<file path="config.mk">
export PLATFORM = sky130hd
export DESIGN_NAME = regfile_read_scoreboard
export DESIGN_NICKNAME = d
export VERILOG_FILES = /design/src/rtl/regread_pkg.sv /design/src/rtl/register1bit.sv /design/src/rtl/regread_pending_mask.sv /design/src/rtl/regfile_read_scoreboard.sv
export SDC_FILE = /design/constraint.sdc
export NUM_CORES = 1
export LEC_CHECK = 0
export ABC_AREA = 1
export BUFFER_PORTS_ARGS = -buffer_cell sky130_fd_sc_hd__clkbuf_2
export CORE_MARGIN = 2
export CORE_UTILIZATION = 46
export DETAILED_ROUTE_END_ITERATION = 7
export PLACE_DENSITY = 0.8
export REMOVE_ABC_BUFFERS = 1
export SLEW_MARGIN = 30
export SYNTH_ARGS = -nofsm -noshare
export SYNTH_HDL_FRONTEND = slang
export SYNTH_HIERARCHICAL = 1
export SYNTH_SLANG_ARGS = --single-unit
</file>
<file path="constraint.sdc">
create_clock -name clk -period 2.8 [get_ports clk]
set_input_delay 0.7 -clock clk [delete_from_list [all_inputs] [get_ports clk]]
set_output_delay 0.7 -clock clk [all_outputs]
set_load 0.01 [all_outputs]
</file>
<file path="src/rtl/regread_pkg.sv">
// Shared defaults and the FSM state encoding for the register-file read scoreboard.
package regread_pkg;

  localparam int DEF_NUM_REGS = 8;
  localparam int DEF_ADDR_W   = 3;
  localparam int DEF_DATA_W   = 32;
  localparam int DEF_STALL_W  = 16;

  typedef enum logic [1:0] {
    IDLE = 2'd0,
    WAIT = 2'd1,
    OUT  = 2'd2
  } state_t;

endpackage

</file>
<file path="src/rtl/register1bit.sv">
// Single tracking bit with independent set and clear; set wins when both fire on one edge.
module register1bit (
  input  logic clk,
  input  logic reset,
  input  logic setEn,
  input  logic clrEn,
  output logic q
);

  // Hold the bit; a newer writer (set) overrides a retiring one (clear).
  // NOTE: sequential state is assigned with <= so every flop samples pre-edge values.
  always_ff @(negedge clk) begin
    if (reset) begin
      q <= 1'b0;
    end else if (setEn) begin
      q <= 1'b1;
    end else if (clrEn) begin
      q <= 1'b0;
    end
  end

endmodule

</file>
<file path="src/rtl/regread_pending_mask.sv">
// One in-flight-write bit per architectural register, with two combinational lookup ports.
module regread_pending_mask
  import regread_pkg::*;
#(
  parameter int NUM_REGS = DEF_NUM_REGS,
  parameter int ADDR_W   = DEF_ADDR_W
) (
  input  logic              clk,
  input  logic              reset,
  input  logic              set_en,
  input  logic [ADDR_W-1:0] set_addr,
  input  logic              clr_en,
  input  logic [ADDR_W-1:0] clr_addr,
  input  logic [ADDR_W-1:0] lookup_addr1,
  input  logic [ADDR_W-1:0] lookup_addr2,
  output logic              lookup1,
  output logic              lookup2
);

  logic [NUM_REGS-1:0] mask;

  // NOTE: the mask is a handful of flops, not a RAM, so every bit is reset to "nothing in flight".
  for (genvar i = 0; i < NUM_REGS; i++) begin : gCell
    register1bit uCell (
      .clk   (clk),
      .reset (reset),
      .setEn (set_en && (set_addr == ADDR_W'(i))),
      .clrEn (clr_en && (clr_addr == ADDR_W'(i))),
      .q     (mask[i])
    );
  end

  assign lookup1 = mask[lookup_addr1];
  assign lookup2 = mask[lookup_addr2];

endmodule

</file>
<file path="src/rtl/regfile_read_scoreboard.sv">
// Read side of the VLIW register file: accepts one instruction, holds it while either
// source has an in-flight write, then presents the operand pair over valid/ready.
// All state changes on the falling clock edge, matching the register file.
// Optional feature: define REGREAD_BYPASS_EN to forward same-edge writeback data into
// the operands instead of waiting one extra cycle for the register file to update.
module regfile_read_scoreboard
  import regread_pkg::*;
#(
  parameter int NUM_REGS = DEF_NUM_REGS,
  parameter int ADDR_W   = DEF_ADDR_W,
  parameter int DATA_W   = DEF_DATA_W,
  parameter int STALL_W  = DEF_STALL_W
) (
  input  logic               clk,
  input  logic               reset,
  input  logic               issue_valid,
  output logic               issue_ready,
  input  logic [ADDR_W-1:0]  issue_rs1,
  input  logic [ADDR_W-1:0]  issue_rs2,
  input  logic [ADDR_W-1:0]  issue_rd,
  input  logic               issue_rd_en,
  output logic [ADDR_W-1:0]  rf_rd_addr1,
  output logic [ADDR_W-1:0]  rf_rd_addr2,
  input  logic [DATA_W-1:0]  rf_rd_data1,
  input  logic [DATA_W-1:0]  rf_rd_data2,
  input  logic               wb_valid,
  input  logic [ADDR_W-1:0]  wb_addr,
  input  logic [DATA_W-1:0]  wb_data,
  output logic               op_valid,
  input  logic               op_ready,
  output logic [DATA_W-1:0]  op_a,
  output logic [DATA_W-1:0]  op_b,
  output logic [ADDR_W-1:0]  op_rd,
  output logic               op_rd_en,
  output logic [STALL_W-1:0] stall_cnt
);

  state_t state, stateNext;

  logic [ADDR_W-1:0] rs1Q, rs2Q, rdQ;
  logic              rdEnQ;
  logic [ADDR_W-1:0] src1, src2;
  logic              pend1, pend2;
  logic              clr1, clr2;
  logic              hazard;
  logic              accept, capture, deliver;

  assign issue_ready = (state == IDLE);
  assign op_valid    = (state == OUT);
  assign accept      = issue_valid & issue_ready;
  assign deliver     = op_valid & op_ready;

  // In IDLE the incoming instruction is read directly; afterwards the held one is re-read.
  assign src1        = (state == IDLE) ? issue_rs1 : rs1Q;
  assign src2        = (state == IDLE) ? issue_rs2 : rs2Q;
  assign rf_rd_addr1 = src1;
  assign rf_rd_addr2 = src2;

`ifdef REGREAD_BYPASS_EN
  assign clr1 = wb_valid && (wb_addr == src1);
  assign clr2 = wb_valid && (wb_addr == src2);
`else
  assign clr1 = 1'b0;
  assign clr2 = 1'b0;
`endif

  assign hazard  = (pend1 & ~clr1) | (pend2 & ~clr2);
  assign capture = (accept | (state == WAIT)) & ~hazard;

  // Retiring writes clear their bit; the instruction leaving for execute marks its destination.
  regread_pending_mask #(
    .NUM_REGS (NUM_REGS),
    .ADDR_W   (ADDR_W)
  ) uPending (
    .clk          (clk),
    .reset        (reset),
    .set_en       (deliver & rdEnQ),
    .set_addr     (rdQ),
    .clr_en       (wb_valid),
    .clr_addr     (wb_addr),
    .lookup_addr1 (src1),
    .lookup_addr2 (src2),
    .lookup1      (pend1),
    .lookup2      (pend2)
  );

  // State register.
  always_ff @(negedge clk) begin
    if (reset) begin
      state <= IDLE;
    end else begin
      state <= stateNext;
    end
  end

  // Next-state: accept, wait out hazards, then hand off to execute.
  // NOTE: stateNext gets a default before the case so no path leaves it unassigned (no latch).
  always_comb begin
    stateNext = state;
    unique case (state)
      IDLE:    if (accept) stateNext = hazard ? WAIT : OUT;
      WAIT:    if (!hazard) stateNext = OUT;
      OUT:     if (op_ready) stateNext = IDLE;
      default: stateNext = IDLE;
    endcase
  end

  // Latch the accepted instruction, capture operands once hazard-free, count stall cycles.
  always_ff @(negedge clk) begin
    if (reset) begin
      rs1Q      <= '0;
      rs2Q      <= '0;
      rdQ       <= '0;
      rdEnQ     <= 1'b0;
      op_a      <= '0;
      op_b      <= '0;
      stall_cnt <= '0;
    end else begin
      if (accept) begin
        rs1Q  <= issue_rs1;
        rs2Q  <= issue_rs2;
        rdQ   <= issue_rd;
        rdEnQ <= issue_rd_en;
      end
      if (capture) begin
        op_a <= clr1 ? wb_data : rf_rd_data1;
        op_b <= clr2 ? wb_data : rf_rd_data2;
      end
      if ((state == WAIT) && (stall_cnt != '1)) begin
        stall_cnt <= stall_cnt + STALL_W'(1);
      end
    end
  end

  // Destination fields are latched at accept and stay put until the next accept.
  assign op_rd    = rdQ;
  assign op_rd_en = rdEnQ;

endmodule

</file>
* After elaboration in Yosys (flattened, before gate mapping)
Cells that the tools add are included.
** Storage, ports and cells
- Input bits :: 114
- Bits in registers :: 100
** Operators by class
- Bitwise operators :: 7
- Muxes and demuxes :: 27
- Magnitude comparators :: 2
- Reductions and logical operators :: 29
- Add/sub/neg operators :: 1
- Equal/unequal tests :: 20
** Operator list (number)
- $eq 3x3->1 const B :: 8
- $mux 1 :: 18
- $logic_and 1x1->1 :: 17
- $add 16x1->16 const B :: 1
- $ne 16x16->1 const B :: 1
- $reduce_bool 2->1 :: 8
- $eq 3x2->1 const B :: 4
- $lt 3x4->1 const B :: 2
- $mux 2 :: 4
- $bmux 1 s3 :: 2
- $eq 3x1->1 const B :: 2
- $logic_not 3->1 :: 2
- $mux 3 :: 2
- $pmux 2 s3 :: 1
- $and 1x1->1 :: 4
- $ne 2x1->1 const B :: 2
- $reduce_and 3->1 :: 1
- $eq 2x1->1 const B :: 1
- $eq 2x2->1 const B :: 1
- $logic_not 2->1 :: 1
- $ne 2x2->1 const B :: 1
- $or 1x1->1 :: 2
- $not 1->1 :: 1

* Logic depth before layout (Yosys ltp)
- Depth in word-level cells :: 8
- Mapped depth :: 16
- Depth with buffers taken out :: 14

* By module
Netlist, hierarchy kept.
** Modules (own cells, without submodules)
- regfile_read_scoreboard :: area an instance 3641.0 um^2, cells each 500, instances 1
- register1bit :: area an instance 43.8 um^2, cells each 6, instances 8
- regread_pending_mask :: area an instance 317.8 um^2, cells each 82, instances 1

==> results.py <==
metrics = {
    "timing": {
        "relSlewSlack": 0.611,
        "grt_setup_unrepaired": "true",
        "finalSetupViolations": 158,
        "slew_viol_final": 0,
        "whs_ns": 0.472,
        "fin_skew_ns": 0.0545,
        "finalHoldViolations": 0,
        "worst_slew_pin_slew_ns": 0.582,
        "fin_ws_ns": -0.798,
    },
    "power": {
        "sequentialPowerShare": 0.264,
        "p_leak_nw": 3.66,
        "ir_drop_v": 0.000946,
        "switchingPower_mw": 3.99,
        "p_int_mw": 5.27,
        "power_mw": 9.26,
        "switching_share": 0.431,
        "clkPwrFrac": 0.168,
        "p_comb_frac": 0.568,
        "p_per_area_nw_per_um2": 1310,
    },
    "clocking": {
        "cts_tree": "yes",
        "cts_hold_buffers": 0,
        "cts-htree-levels": 3,
        "clk_latency_ns": 0.45,
        "cts.sinks": 100,
        "clk_pin_slew_ns": 0.04,
        "cts-root-buf": "clkbuf_8",
        "clk_path_buf_depth": 2,
        "cts_buffers": 9,
    },
    "drt": {
        "num_vias": 5383,
        "highest_layer": "met4",
        "via_per_inst": 5.09,
        "wl_microns": 15000,
        "drtIter0Drc": 213,
        "post_drt_wl_per_cell_microns": 14.2,
        "ant_nets": 0,
        "routedLengthMet1_microns": 5600,
        "post-route-drc-count": 0,
        "wl_met3_microns": 1310,
        "met2_length_microns": 7850,
        "drt_pre_antenna_iters": 5,
    },
    "logic_synthesis": {
        "yosys.area_share.simple": 0.292,
        "synth_cell_types": 28,
        "synthCells": 630,
        "synth_mux_area_frac": 0,
        "synth_xor_area_frac": 0.0102,
        "ys_warn_count": 6,
        "synth_compound_area_frac": 0.137,
        "syn_area_per_cell_sq_um": 6.84,
        "seq_area_frac_synth": 0.465,
        "synthAdderAreaFrac": 0.00290,
        "ys_ff_latch": 100,
        "synth_top_family_by_area": "simple AND/OR/NAND/NOR gates",
        "synth_area_sq_um": 4310,
    },
    "die": {
        "die_area_sq_um": 10200,
        "pin_count": 206,
        "core_area_sq_um": 9150,
        "rows": 35,
        "die_x_microns": 101,
        "start_util": 0.471,
        "dieHeight_microns": 101,
    },
    "worst_setup_path": {
        "critical_path_class": "flip-flop to output pin",
        "critPathMaxStageDelay_ns": 0.33,
        "worstPathRequired_ns": 2.10,
        "path_cells": "nor2_4, buf_6, nand2_2, o21ai_2, buf_4, buf_6",
        "cp.arrival_ns": 2.90,
        "crit_top_cell": "buf_6",
        "crit_fanout": 8,
        "cp_num_buf_inv": 3,
        "start_kind": "flip-flop",
        "cpMaxStageDelayCell": "dfxtp_2",
        "cpLargestDelayFamily": "buffers and inverters",
        "crit_path_end_kind": "output pin",
    },
    "grt": {
        "grt_pass1_vias": 5201,
        "grt_pass1_wl_microns": 22200,
        "grt_remaining_overflow": 0,
        "grt_max_degree": 43,
        "track_usage": 0.271,
        "antenna_found_initial": 0,
    },
    "finish": {
        "multi_input_area_sq_um": 2070,
        "syn_to_final_growth_pct": 63.6,
        "drive_gt1_frac": 0.400,
        "antenna_cells": 0,
        "layout_common_cells": "189 x nor2_1, 154 x inv_1, 130 x clkbuf_2",
        "final_nets": 1056,
        "final_common_cell": "nor2_1",
        "n_fill_cell": 602,
        "finalInstanceArea_sq_um": 7050,
        "regArea_sq_um": 2120,
    },
    "placement": {
        "place_congestion": 0.940,
        "portBuffers": 173,
        "placed_area_sq_um": 5480,
        "post-place-ws_ns": -1.13,
        "hpwlAfterDp_microns": 8560,
    },
    "flow_run": {
        "cap_violations": 0,
    },
    "worst_hold_path": {
        "hp-class": "flip-flop to flip-flop",
    },
    "outcome": {
        "status": "finished, violations left",
        "violations": "negative setup slack",
    },
}
stage by stage:
step	std cells	setup TNS (ns)	util
CTS	1043	-48.17	0.716
global placement	921	-67.73	0.599
floorplan	605	-107.19	-
finish	1057	-60.51	0.770
detailed placement	921	-76.67	0.599
global route	1057	-68.80	0.770
path summary, 6_finish.rpt:
path / slack (ns) / to / from / cells after the start
setup / recovery: -0.80 / rf_rd_addr2[2] / state[0] / 6
setup reg to reg: 0.49 / op_a[1] / state[0] / 18
hold reg to reg: 0.47 / uPending/gCell[3].uCell/q / uPending/gCell[3].uCell/q / 2
hold / removal: 0.47 / uPending/gCell[3].uCell/q / uPending/gCell[3].uCell/q / 2
state kept, by name, summed over array words and instances, names as in the netlist:
name                    flops
op_rd_en                    1
state                       2
rs2Q                        3
op_b                       32
op_rd                       3
stall_cnt                  16
rs1Q                        3
op_a                       32
uPending/gCell.uCell/q      8
cell families after synthesis:
kind of cell	count (synthesis)
xor gates and xnor gates	5
adders and majority gates	1
AOI/OAI and AO/OA	107
buffers and inverters	95
and+or+nand+nor	322
DFF	100
what timing repair did:
item                                    in CTS  in global routing
gates resized for setup                    128                137
endpoints found under the setup margin     158                158
buffers inserted                             8                 14
cloned                                       7                  2
pin swaps                                    3                  7
worst register-to-register path, delay by kind of cell, from the launching register on:
| kind | cells | cell delay [ns] |
|---|---|---|
| DFF | 1 | 0.33 |
| buffers and inverters | 6 | 0.66 |
| AOI/OAI and AO/OA | 2 | 0.20 |
| and+or+nand+nor | 10 | 1.02 |
power by group through the flow:
stage          Sequential [mW]  Clock, mW  Combinational [mW]
3_3_place_gp              2.28      0.237                3.11
3_5_place_dp              2.31      0.237                3.22
4_1_cts                   2.36       1.57                4.38
2_1_floorplan             2.52      0.237                1.55
5_1_grt                   2.50       1.79                5.65
6_report                  2.45       1.56                5.26
final cells by class:
type,count,area share
clock inverter,107,0.0652
tap,111,0.0197
multi-input combinational,435,0.294
inverter,61,0.0339
timing repair buffer,234,0.269
clock buffer,9,0.0176
sequential,100,0.300
routing by layer:
| metal | global-route usage | up-vias |
|---|---|---|
| li1 | - | 2599 |
| met1 | 0.288 | 2493 |
| met2 | 0.459 | 266 |
| met3 | 0.113 | 25 |
| met4 | 0.137 | 0 |
| met5 | 0 | - |
synth_stat cells:
master    number  area (sq um)
inv_2          4          15.0
nor3_1         2          10.0
buf_4          5          37.5
nand2_4        1          11.3
clkbuf_1      12          45.0
ha_1           1          12.5
clkinv_1       1          3.75
a211oi_1       4          30.0
nand2_1       98           368
xor2_1         3          26.3
buf_6          2          22.5
nor2_4         1          11.3
o21ai_1       33           165
a21oi_1       10          50.1
a41oi_1        1          8.76
o21ai_0       50           250
nand3_1       17          85.1
nor2_1       198           743
nand4_1        1          6.26
dfxtp_1      100          2000
and3_1         1          6.26
a21oi_2        8          70.1
buf_2          6          30.0
inv_1         64           240
o21ai_4        1          16.3
xnor2_1        2          17.5
nand2_2        3          18.8
inv_4          1          6.26
Note: power is estimated with default switching activity, not from simulation.
